## src/rtl/df_ram1_rd_ctrl_pkg.sv

```systemverilog
// Shared constants, FSM encoding and the word-address map for the rec->DF SRAM read sequencer.
// DF_RD_TRANSPOSE_EN selects column-major readout; raster order otherwise.
package df_ram1_rd_ctrl_pkg;

  localparam int DF_MB_WORDS     = 96;
  localparam int DF_LUMA_WORDS   = 64;
  localparam int DF_CHROMA_WORDS = 16;
  localparam int DF_IDX_W        = 7;
  localparam int DF_DATA_W       = 32;
  localparam int DF_ENTRY_W      = DF_IDX_W + DF_DATA_W;

  typedef enum logic [1:0] {
    ST_IDLE  = 2'd0,
    ST_ISSUE = 2'd1,
    ST_DRAIN = 2'd2
  } df_rd_state_e;

  typedef struct packed {
    logic [DF_IDX_W-1:0]  idx;
    logic [DF_DATA_W-1:0] data;
  } df_word_t;

  // Sequence position -> SRAM word address.
  function automatic logic [DF_IDX_W-1:0] df_rd_map(input logic [DF_IDX_W-1:0] i);
`ifdef DF_RD_TRANSPOSE_EN
    // Luma: column-major over 16 rows x 4 words; chroma: 8 rows x 2 words per plane.
    if (i < DF_IDX_W'(DF_LUMA_WORDS)) df_rd_map = {1'b0, i[3:0], i[5:4]};
    else                               df_rd_map = {2'b10, i[4], i[2:0], i[3]};
`else
    df_rd_map = i;
`endif
  endfunction

endpackage

```

## src/rtl/df_rd_fifo.sv

```systemverilog
// Synchronous FIFO with registered storage; head entry is visible the cycle after its push.
module df_rd_fifo #(
  parameter  int WIDTH = 39,
  parameter  int DEPTH = 4,
  localparam int AW    = $clog2(DEPTH),
  localparam int CW    = AW + 1
) (
  input  logic             clk,
  input  logic             reset_n,
  input  logic             push_i,
  input  logic [WIDTH-1:0] wdata_i,
  input  logic             pop_i,
  output logic [WIDTH-1:0] rdata_o,
  output logic [CW-1:0]    count_o,
  output logic             empty_o,
  output logic             full_o
);

  logic [DEPTH-1:0][WIDTH-1:0] mem_q;
  logic [AW-1:0]               wptr_q, rptr_q;
  logic [CW-1:0]               count_q;

  always_ff @(posedge clk) begin
    if (!reset_n) begin
      mem_q   <= '0;
      wptr_q  <= '0;
      rptr_q  <= '0;
      count_q <= '0;
    end else begin
      if (push_i) mem_q[wptr_q] <= wdata_i;
      wptr_q  <= wptr_q + AW'(push_i);
      rptr_q  <= rptr_q + AW'(pop_i);
      count_q <= count_q + CW'(push_i) - CW'(pop_i);
    end
  end

  assign rdata_o = mem_q[rptr_q];
  assign count_o = count_q;
  assign empty_o = (count_q == '0);
  assign full_o  = (count_q == CW'(DEPTH));

endmodule

```

## src/rtl/df_ram1_rd_ctrl.sv

```systemverilog
// Reads one 96-word macroblock from the rec->DF SRAM and streams it to the deblocking filter.
// Build with DF_RD_TRANSPOSE_EN for column-major address order; ports are identical either way.
module df_ram1_rd_ctrl
  import df_ram1_rd_ctrl_pkg::*;
#(
  parameter int RD_LAT     = 2,
  parameter int FIFO_DEPTH = 4
) (
  input  logic                 clk,
  input  logic                 reset_n,
  input  logic                 mb_start_i,
  output logic                 busy_o,
  output logic                 mb_done_o,
  output logic                 ram_cs_n_o,
  output logic                 ram_wr_o,
  output logic [DF_IDX_W-1:0]  ram_addr_o,
  input  logic [DF_DATA_W-1:0] ram_rdata_i,
  output logic                 df_valid_o,
  input  logic                 df_ready_i,
  output logic [DF_DATA_W-1:0] df_data_o,
  output logic [DF_IDX_W-1:0]  df_idx_o,
  output logic                 df_last_o
);

  localparam int NWORDS = DF_MB_WORDS;
  localparam int FCW    = $clog2(FIFO_DEPTH) + 1;
  localparam int CRW    = $clog2(FIFO_DEPTH + RD_LAT + 1);
  localparam logic [DF_IDX_W-1:0] LAST_IDX = DF_IDX_W'(NWORDS - 1);

  df_rd_state_e state_q, state_d;
  logic [DF_IDX_W-1:0] rd_cnt_q, rd_cnt_d;
  logic [DF_IDX_W-1:0] addr_q;
  logic [RD_LAT-1:0]   vld_q;
  logic [RD_LAT-1:0][DF_IDX_W-1:0] idx_pipe_q;

  logic [CRW-1:0]        inflight, credit_used;
  logic                  credit_ok, issue, pop;
  logic [FCW-1:0]        fifo_count;
  logic                  fifo_empty, fifo_full;
  logic [DF_ENTRY_W-1:0] fifo_rdata;
  df_word_t              push_w, head_w;

  // Reads already issued but not yet in the FIFO hold a credit until they land.
  always_comb begin
    inflight = '0;
    for (int k = 0; k < RD_LAT; k++) inflight = inflight + CRW'(vld_q[k]);
  end

  assign credit_used = CRW'(fifo_count) + inflight;
  assign credit_ok   = credit_used < CRW'(FIFO_DEPTH);
  assign issue       = (state_q == ST_ISSUE) && credit_ok && !fifo_full;
  assign pop         = df_valid_o && df_ready_i;

  always_comb begin
    state_d  = state_q;
    rd_cnt_d = rd_cnt_q;
    case (state_q)
      ST_IDLE: begin
        if (mb_start_i) begin
          state_d  = ST_ISSUE;
          rd_cnt_d = '0;
        end
      end
      ST_ISSUE: begin
        if (issue) begin
          if (rd_cnt_q == LAST_IDX) state_d  = ST_DRAIN;
          else                      rd_cnt_d = rd_cnt_q + 1'b1;
        end
      end
      ST_DRAIN: begin
        if (pop && df_last_o) state_d = ST_IDLE;
      end
      default: state_d = ST_IDLE;
    endcase
  end

  always_ff @(posedge clk) begin
    if (!reset_n) begin
      state_q    <= ST_IDLE;
      rd_cnt_q   <= '0;
      addr_q     <= '0;
      vld_q      <= '0;
      idx_pipe_q <= '0;
    end else begin
      state_q       <= state_d;
      rd_cnt_q      <= rd_cnt_d;
      if (issue) addr_q <= df_rd_map(rd_cnt_q);
      vld_q[0]      <= issue;
      idx_pipe_q[0] <= rd_cnt_q;
      for (int k = 1; k < RD_LAT; k++) begin
        vld_q[k]      <= vld_q[k-1];
        idx_pipe_q[k] <= idx_pipe_q[k-1];
      end
    end
  end

  assign push_w.idx  = idx_pipe_q[RD_LAT-1];
  assign push_w.data = ram_rdata_i;

  df_rd_fifo #(
    .WIDTH (DF_ENTRY_W),
    .DEPTH (FIFO_DEPTH)
  ) u_fifo (
    .clk     (clk),
    .reset_n (reset_n),
    .push_i  (vld_q[RD_LAT-1]),
    .wdata_i (push_w),
    .pop_i   (pop),
    .rdata_o (fifo_rdata),
    .count_o (fifo_count),
    .empty_o (fifo_empty),
    .full_o  (fifo_full)
  );

  assign head_w = df_word_t'(fifo_rdata);

  assign busy_o     = (state_q != ST_IDLE);
  assign mb_done_o  = pop && df_last_o;
  assign ram_cs_n_o = !issue;
  assign ram_wr_o   = 1'b0;
  assign ram_addr_o = issue ? df_rd_map(rd_cnt_q) : addr_q;
  assign df_valid_o = !fifo_empty;
  assign df_data_o  = head_w.data;
  assign df_idx_o   = head_w.idx;
  assign df_last_o  = df_valid_o && (head_w.idx == LAST_IDX);

endmodule

```

## config.mk

```make
export PLATFORM = sky130hd
export DESIGN_NAME = df_ram1_rd_ctrl
export DESIGN_NICKNAME = d
export VERILOG_FILES = /design/src/rtl/df_ram1_rd_ctrl_pkg.sv /design/src/rtl/df_rd_fifo.sv /design/src/rtl/df_ram1_rd_ctrl.sv
export SDC_FILE = /design/constraint.sdc
export NUM_CORES = 1
export LEC_CHECK = 0
export CORE_ASPECT_RATIO = 0.7
export CORE_MARGIN = 10
export CORE_UTILIZATION = 56
export DETAILED_ROUTE_END_ITERATION = 8
export PLACE_DENSITY = 0.89
export SETUP_SLACK_MARGIN = 0.3
export SYNTH_ARGS = -nofsm -noshare
export SYNTH_HDL_FRONTEND = slang
export SYNTH_SLANG_ARGS = --single-unit
```

## constraint.sdc

```tcl
create_clock -name clk -period 5.9 [get_ports clk]
set_input_delay 1.77 -clock clk [delete_from_list [all_inputs] [get_ports clk]]
set_output_delay 1.77 -clock clk [all_outputs]
set_load 0.01 [all_outputs]
```

# --- Yosys cells after proc, flatten, opt, wreduce, memory -nomap -nowiden ---
# Index checks and enable logic that the tools add are counted.
totals:
  elab_cells: 64
  ff_bits: 195
  output_inout_bits: 52
op_classes:
  reduce_logical: 15
  muxes: 15
  magnitude_cmp: 4
  n_eq_ne: 10
  n_addsub: 7
op_table:
  columns: ["operator", "n"]
  rows:
  - ["$bwmux W156", 1]
  - ["$bmux W39 S2", 1]
  - ["$demux W39 S2", 1]
  - ["$mux W39", 2]
  - ["$mux W7", 4]
  - ["$eq A7 B7 Y1 const B", 2]
  - ["$pmux W7 S2", 1]
  - ["$mux W2", 4]
  - ["$ne A2 B2 Y1 const B", 4]
  - ["$reduce_and A4 Y1", 2]
  - ["$add A7 B1 Y7 const B", 1]
  - ["$logic_and A1 B1 Y1", 6]
  - ["$lt A2 B3 Y1 const B", 2]
  - ["$pmux W2 S3", 1]
  - ["$add A2 B1 Y2", 2]
  - ["$reduce_bool A2 Y1", 2]
  - ["$add A3 B1 Y3", 1]
  - ["$add A3 B2 Y3", 1]
  - ["$eq A3 B3 Y1 const B", 1]
  - ["$logic_not A1 Y1", 3]
  - ["$logic_not A3 Y1", 1]
  - ["$lt A3 B3 Y1 const B", 1]
  - ["$sub A3 B1 Y3", 1]
  - ["$add A1 B1 Y2", 1]
  - ["5 further kinds", 5]

# --- Longest topological paths before layout ---
logic_depth:
  ltp_word: 7
  mapped_depth: 12

# --- Modules after synthesis ---
# Synthesis repeated with hierarchy kept, for this count alone.
unflattened:
  cells_unflattened: 776
  area_unflattened_um2: 8222.9
by_module_without_submodules:
  columns: ["module", "n_inst", "area_per_inst_um2", "cells_each"]
  rows:
  - ["df_rd_fifo", 1, 6865.3, 625]
  - ["df_ram1_rd_ctrl", 1, 1357.6, 151]

# --- Least setup slack after synthesis ---
# Ideal clock, no wire load.
synth_path:
  path_type: "input to output"
  from: "input port df_ready_i"
  to: "output port mb_done_o"
  setup_slack_ns: 1.800
  arrival_ns: 2.330
  required_time_ns: 4.130
  n_path_buf: 0
  cell_stages: 2
  cell_sequence: "nand2_1 nor4_1"
synth_via:
  elab_chain_cells: 2
synth_rtl:
  columns: ["element", "line_no", "source"]
  rows:
  - ["start: declaration", "df_ram1_rd_ctrl.sv:19", "input logic df_ready_i,"]
  - ["$logic_and A1 B1 Y1", "df_ram1_rd_ctrl.sv:52", "assign pop = df_valid_o && df_ready_i;"]
  - ["$logic_and A1 B1 Y1", "df_ram1_rd_ctrl.sv:118", "assign mb_done_o = pop && df_last_o;"]
  - ["end: declaration", "df_ram1_rd_ctrl.sv:13", "output logic mb_done_o,"]
# No other way between the ends.

# --- Worst setup path after layout ---
# Ends and elaborated chain as after synthesis.

==> metrics.cfg <==
[worst_setup_path]
path_class = in -> out
crit_path_start_kind = primary input
crit_arrival_ns = 3.27
end_kind = primary output
cp_max_fo = 2
required_ns = 4.13

[drt]
drtAntennaViolNets = 0
drt_iter0_markers = 415
vias_per_cell = 5.57
drcViolationCount = 0
wirelength_mm = 19.3
first_pass_iters = 4
num_vias = 6331
avgRoutedWirePerCell_um = 17.0

[clocking]
cts_tree = built
post_cts_buffers = 0
clkLatencyLatePin_ns = 0.43
htreeDepth = 4
ctsResizeCount = 0
clock-root-buffer = clkbuf_16
ctsLongestPathBuffers = 2
cts_hold_buf = 0
cts_made_buffers = 17
cts_sinks = 195
clk_pin_slew_ns = 0.07

[power]
p_total_w = 0.00300
leakagePower_nw = 3.22
p_int_w = 0.00221
switchingPower_w = 0.000788
p_comb_frac = 0.130
powerDensity_nw_per_um2 = 309
clkPwrFrac = 0.396
pwr-share-seq = 0.473
peakVddDrop_mv = 0.228
switching_share = 0.263

[status]
status = completed

[timing]
hold_ws_ns = 0.435
worstMarginPinSlew_ns = 1.13
fin_crit_ns = 5.04
min_period_over_period = 0.855
setup_violations = 0
timing.fmax_mhz = 198
rsz0062_at_grt = no
hold_viol = 0
fin_skew_ns = 0.00849
fin_tns_setup_ns = 0
relSlewSlack = 0.245
drv_slew = 0

[synthesis]
synth.distinct_cells = 40
synthArstFlopShare = 0
synth.net_count = 929
synth-edff-count = 0
synth_cells = 886
ys.flop_type = dfxtp_1
ys_ff_latch = 195
synth-seq-area-share = 0.477
synth_warnings = 0
syn_area_um2 = 8180
avgSynthCellArea_um2 = 9.23

[finish]
layout_common_cells = nand2_1, dfxtp_1, a21boi_0, clkdlybuf4s50_1, mux4_2
nets = 976
diodes = 0
drive_above_1_share = 0.100
layout_commonest_cell = nand2_1
fin_cells = 1136
postLayoutCellArea_um2 = 9700
syn_to_final_growth_pct = 18.6

[floorplanning]
start_util = 0.580
die_w_um = 164
rows = 36
die_area_um2 = 19900
die_y_um = 121
ios = 88
core_area_um2 = 14100

[global_route]
grt_pass1_vias = 6369
grt_max_degree = 132
grtUsageTotal = 0.196
grt_antenna_before_repair = 0
grt_pass1_wl_mm = 32.0
grt-ovfl-total = 0

[place]
place_area_um2 = 9090
dp_cells = 1104
hpwl_mm = 11.9
numPortBuffers = 86
gp_congestion = 0.789

[hold_path]
hold_path_class = reg -> reg

[run]
maxCapViolations = 0

[cell families (layout without fill, tap and decap cells)]
kind of cell             Yosys count  count (layout)  synth area share
buffers and inverters             72             132            0.0347
XOR/XNOR                           5               5           0.00536
adder cells (fa/ha/maj)            7               7            0.0116
flip-flops                       195             195             0.477
AO/OA/AOI/OAI                    173             173             0.158
multiplexers                      46              46             0.117
AND/OR/NAND/NOR                  387             387             0.195
other                              1               1          0.000459
[final timing paths]
check                        to  cells after the start  slack (ns)     startpoint
setup / recovery      mb_done_o                      4        0.86     df_ready_i
hold / removal    idx_pipe_q[7]                      1        0.44  idx_pipe_q[0]
setup reg to reg    rd_cnt_q[4]                      6        3.55    rd_cnt_q[0]
hold reg to reg   idx_pipe_q[7]                      1        0.44  idx_pipe_q[0]
[final cells by class]
class	count	area (um2)
timing repair buffer	93	911
tap	190	238
fill	1062	4400
multi-input combinational	619	4010
clock inverter	14	170
clock buffer	18	439
sequential	195	3910
inverter	7	26.3
[metal layers]
| layer | vias up | GRT usage | part of all wire |
|---|---|---|---|
| met1 | 3085 | 0.255 | 0.45 |
| met3 | 18 | 0.0424 | 0.059 |
| li1 | 3058 | - | - |
| met2 | 170 | 0.326 | 0.48 |
| met5 | - | 0 | 0 |
| met4 | 0 | 0.0480 | 0.0096 |
[critical path: stages]
cell,delay [ns]
clkdlybuf4s50_1,0.46
nand2_1,0.06
nor4_1,0.36
clkdlybuf4s50_1,0.62
[power by group through the flow]
stage               combinational (W)  sequential [W]  clock [W]
floorplan                    0.000306         0.00140          0
global placement             0.000386         0.00145          0
detailed placement           0.000393         0.00145          0
CTS                          0.000393         0.00142    0.00120
global route                 0.000427         0.00143    0.00126
finish                       0.000391         0.00142    0.00119
[cells in the mapped netlist (2+ instances only)]
library cell	n	area (um2)
or3b_2	2	17.5
nand4_1	2	12.5
nor2_1	5	18.8
a21boi_1	2	15.0
clkbuf_1	55	206
a21oi_1	5	25.0
mux4_2	39	878
o31ai_1	3	22.5
buf_2	5	25.0
inv_1	7	26.3
nand2_1	324	1220
xor2_1	2	17.5
buf_4	2	15.0
and2_1	30	188
nand3_1	6	30.0
or4_1	2	15.0
or3_1	3	18.8
nor4_1	2	12.5
mux2_2	5	56.3
xnor2_1	3	26.3
a21boi_0	155	1160
nor3_1	2	10.0
ha_1	6	75.1
dfxtp_1	195	3900
o21ai_0	3	15.0
or2_2	2	12.5
nor2b_1	2	12.5
and3_1	2	12.5
buf_1	3	11.3
mux2_1	2	22.5
[registers in the layout (all words and copies together), names as in the netlist]
name and flops:
u_fifo.count_o 3, rd_cnt_q 7, u_fifo.rptr_q 2, u_fifo.wptr_q 2, state_q 2, vld_q 2
addr_q 7, idx_pipe_q 14, u_fifo.mem_q 156
[through the flow]
stage          worst slack [ns]   util
2_1_floorplan              1.80      -
3_3_place_gp              0.865  0.645
3_5_place_dp              0.851  0.645
4_1_cts                   0.829  0.688
5_1_grt                   0.791  0.688
6_report                  0.855  0.688
Note: power is estimated with default switching activity, not from simulation.
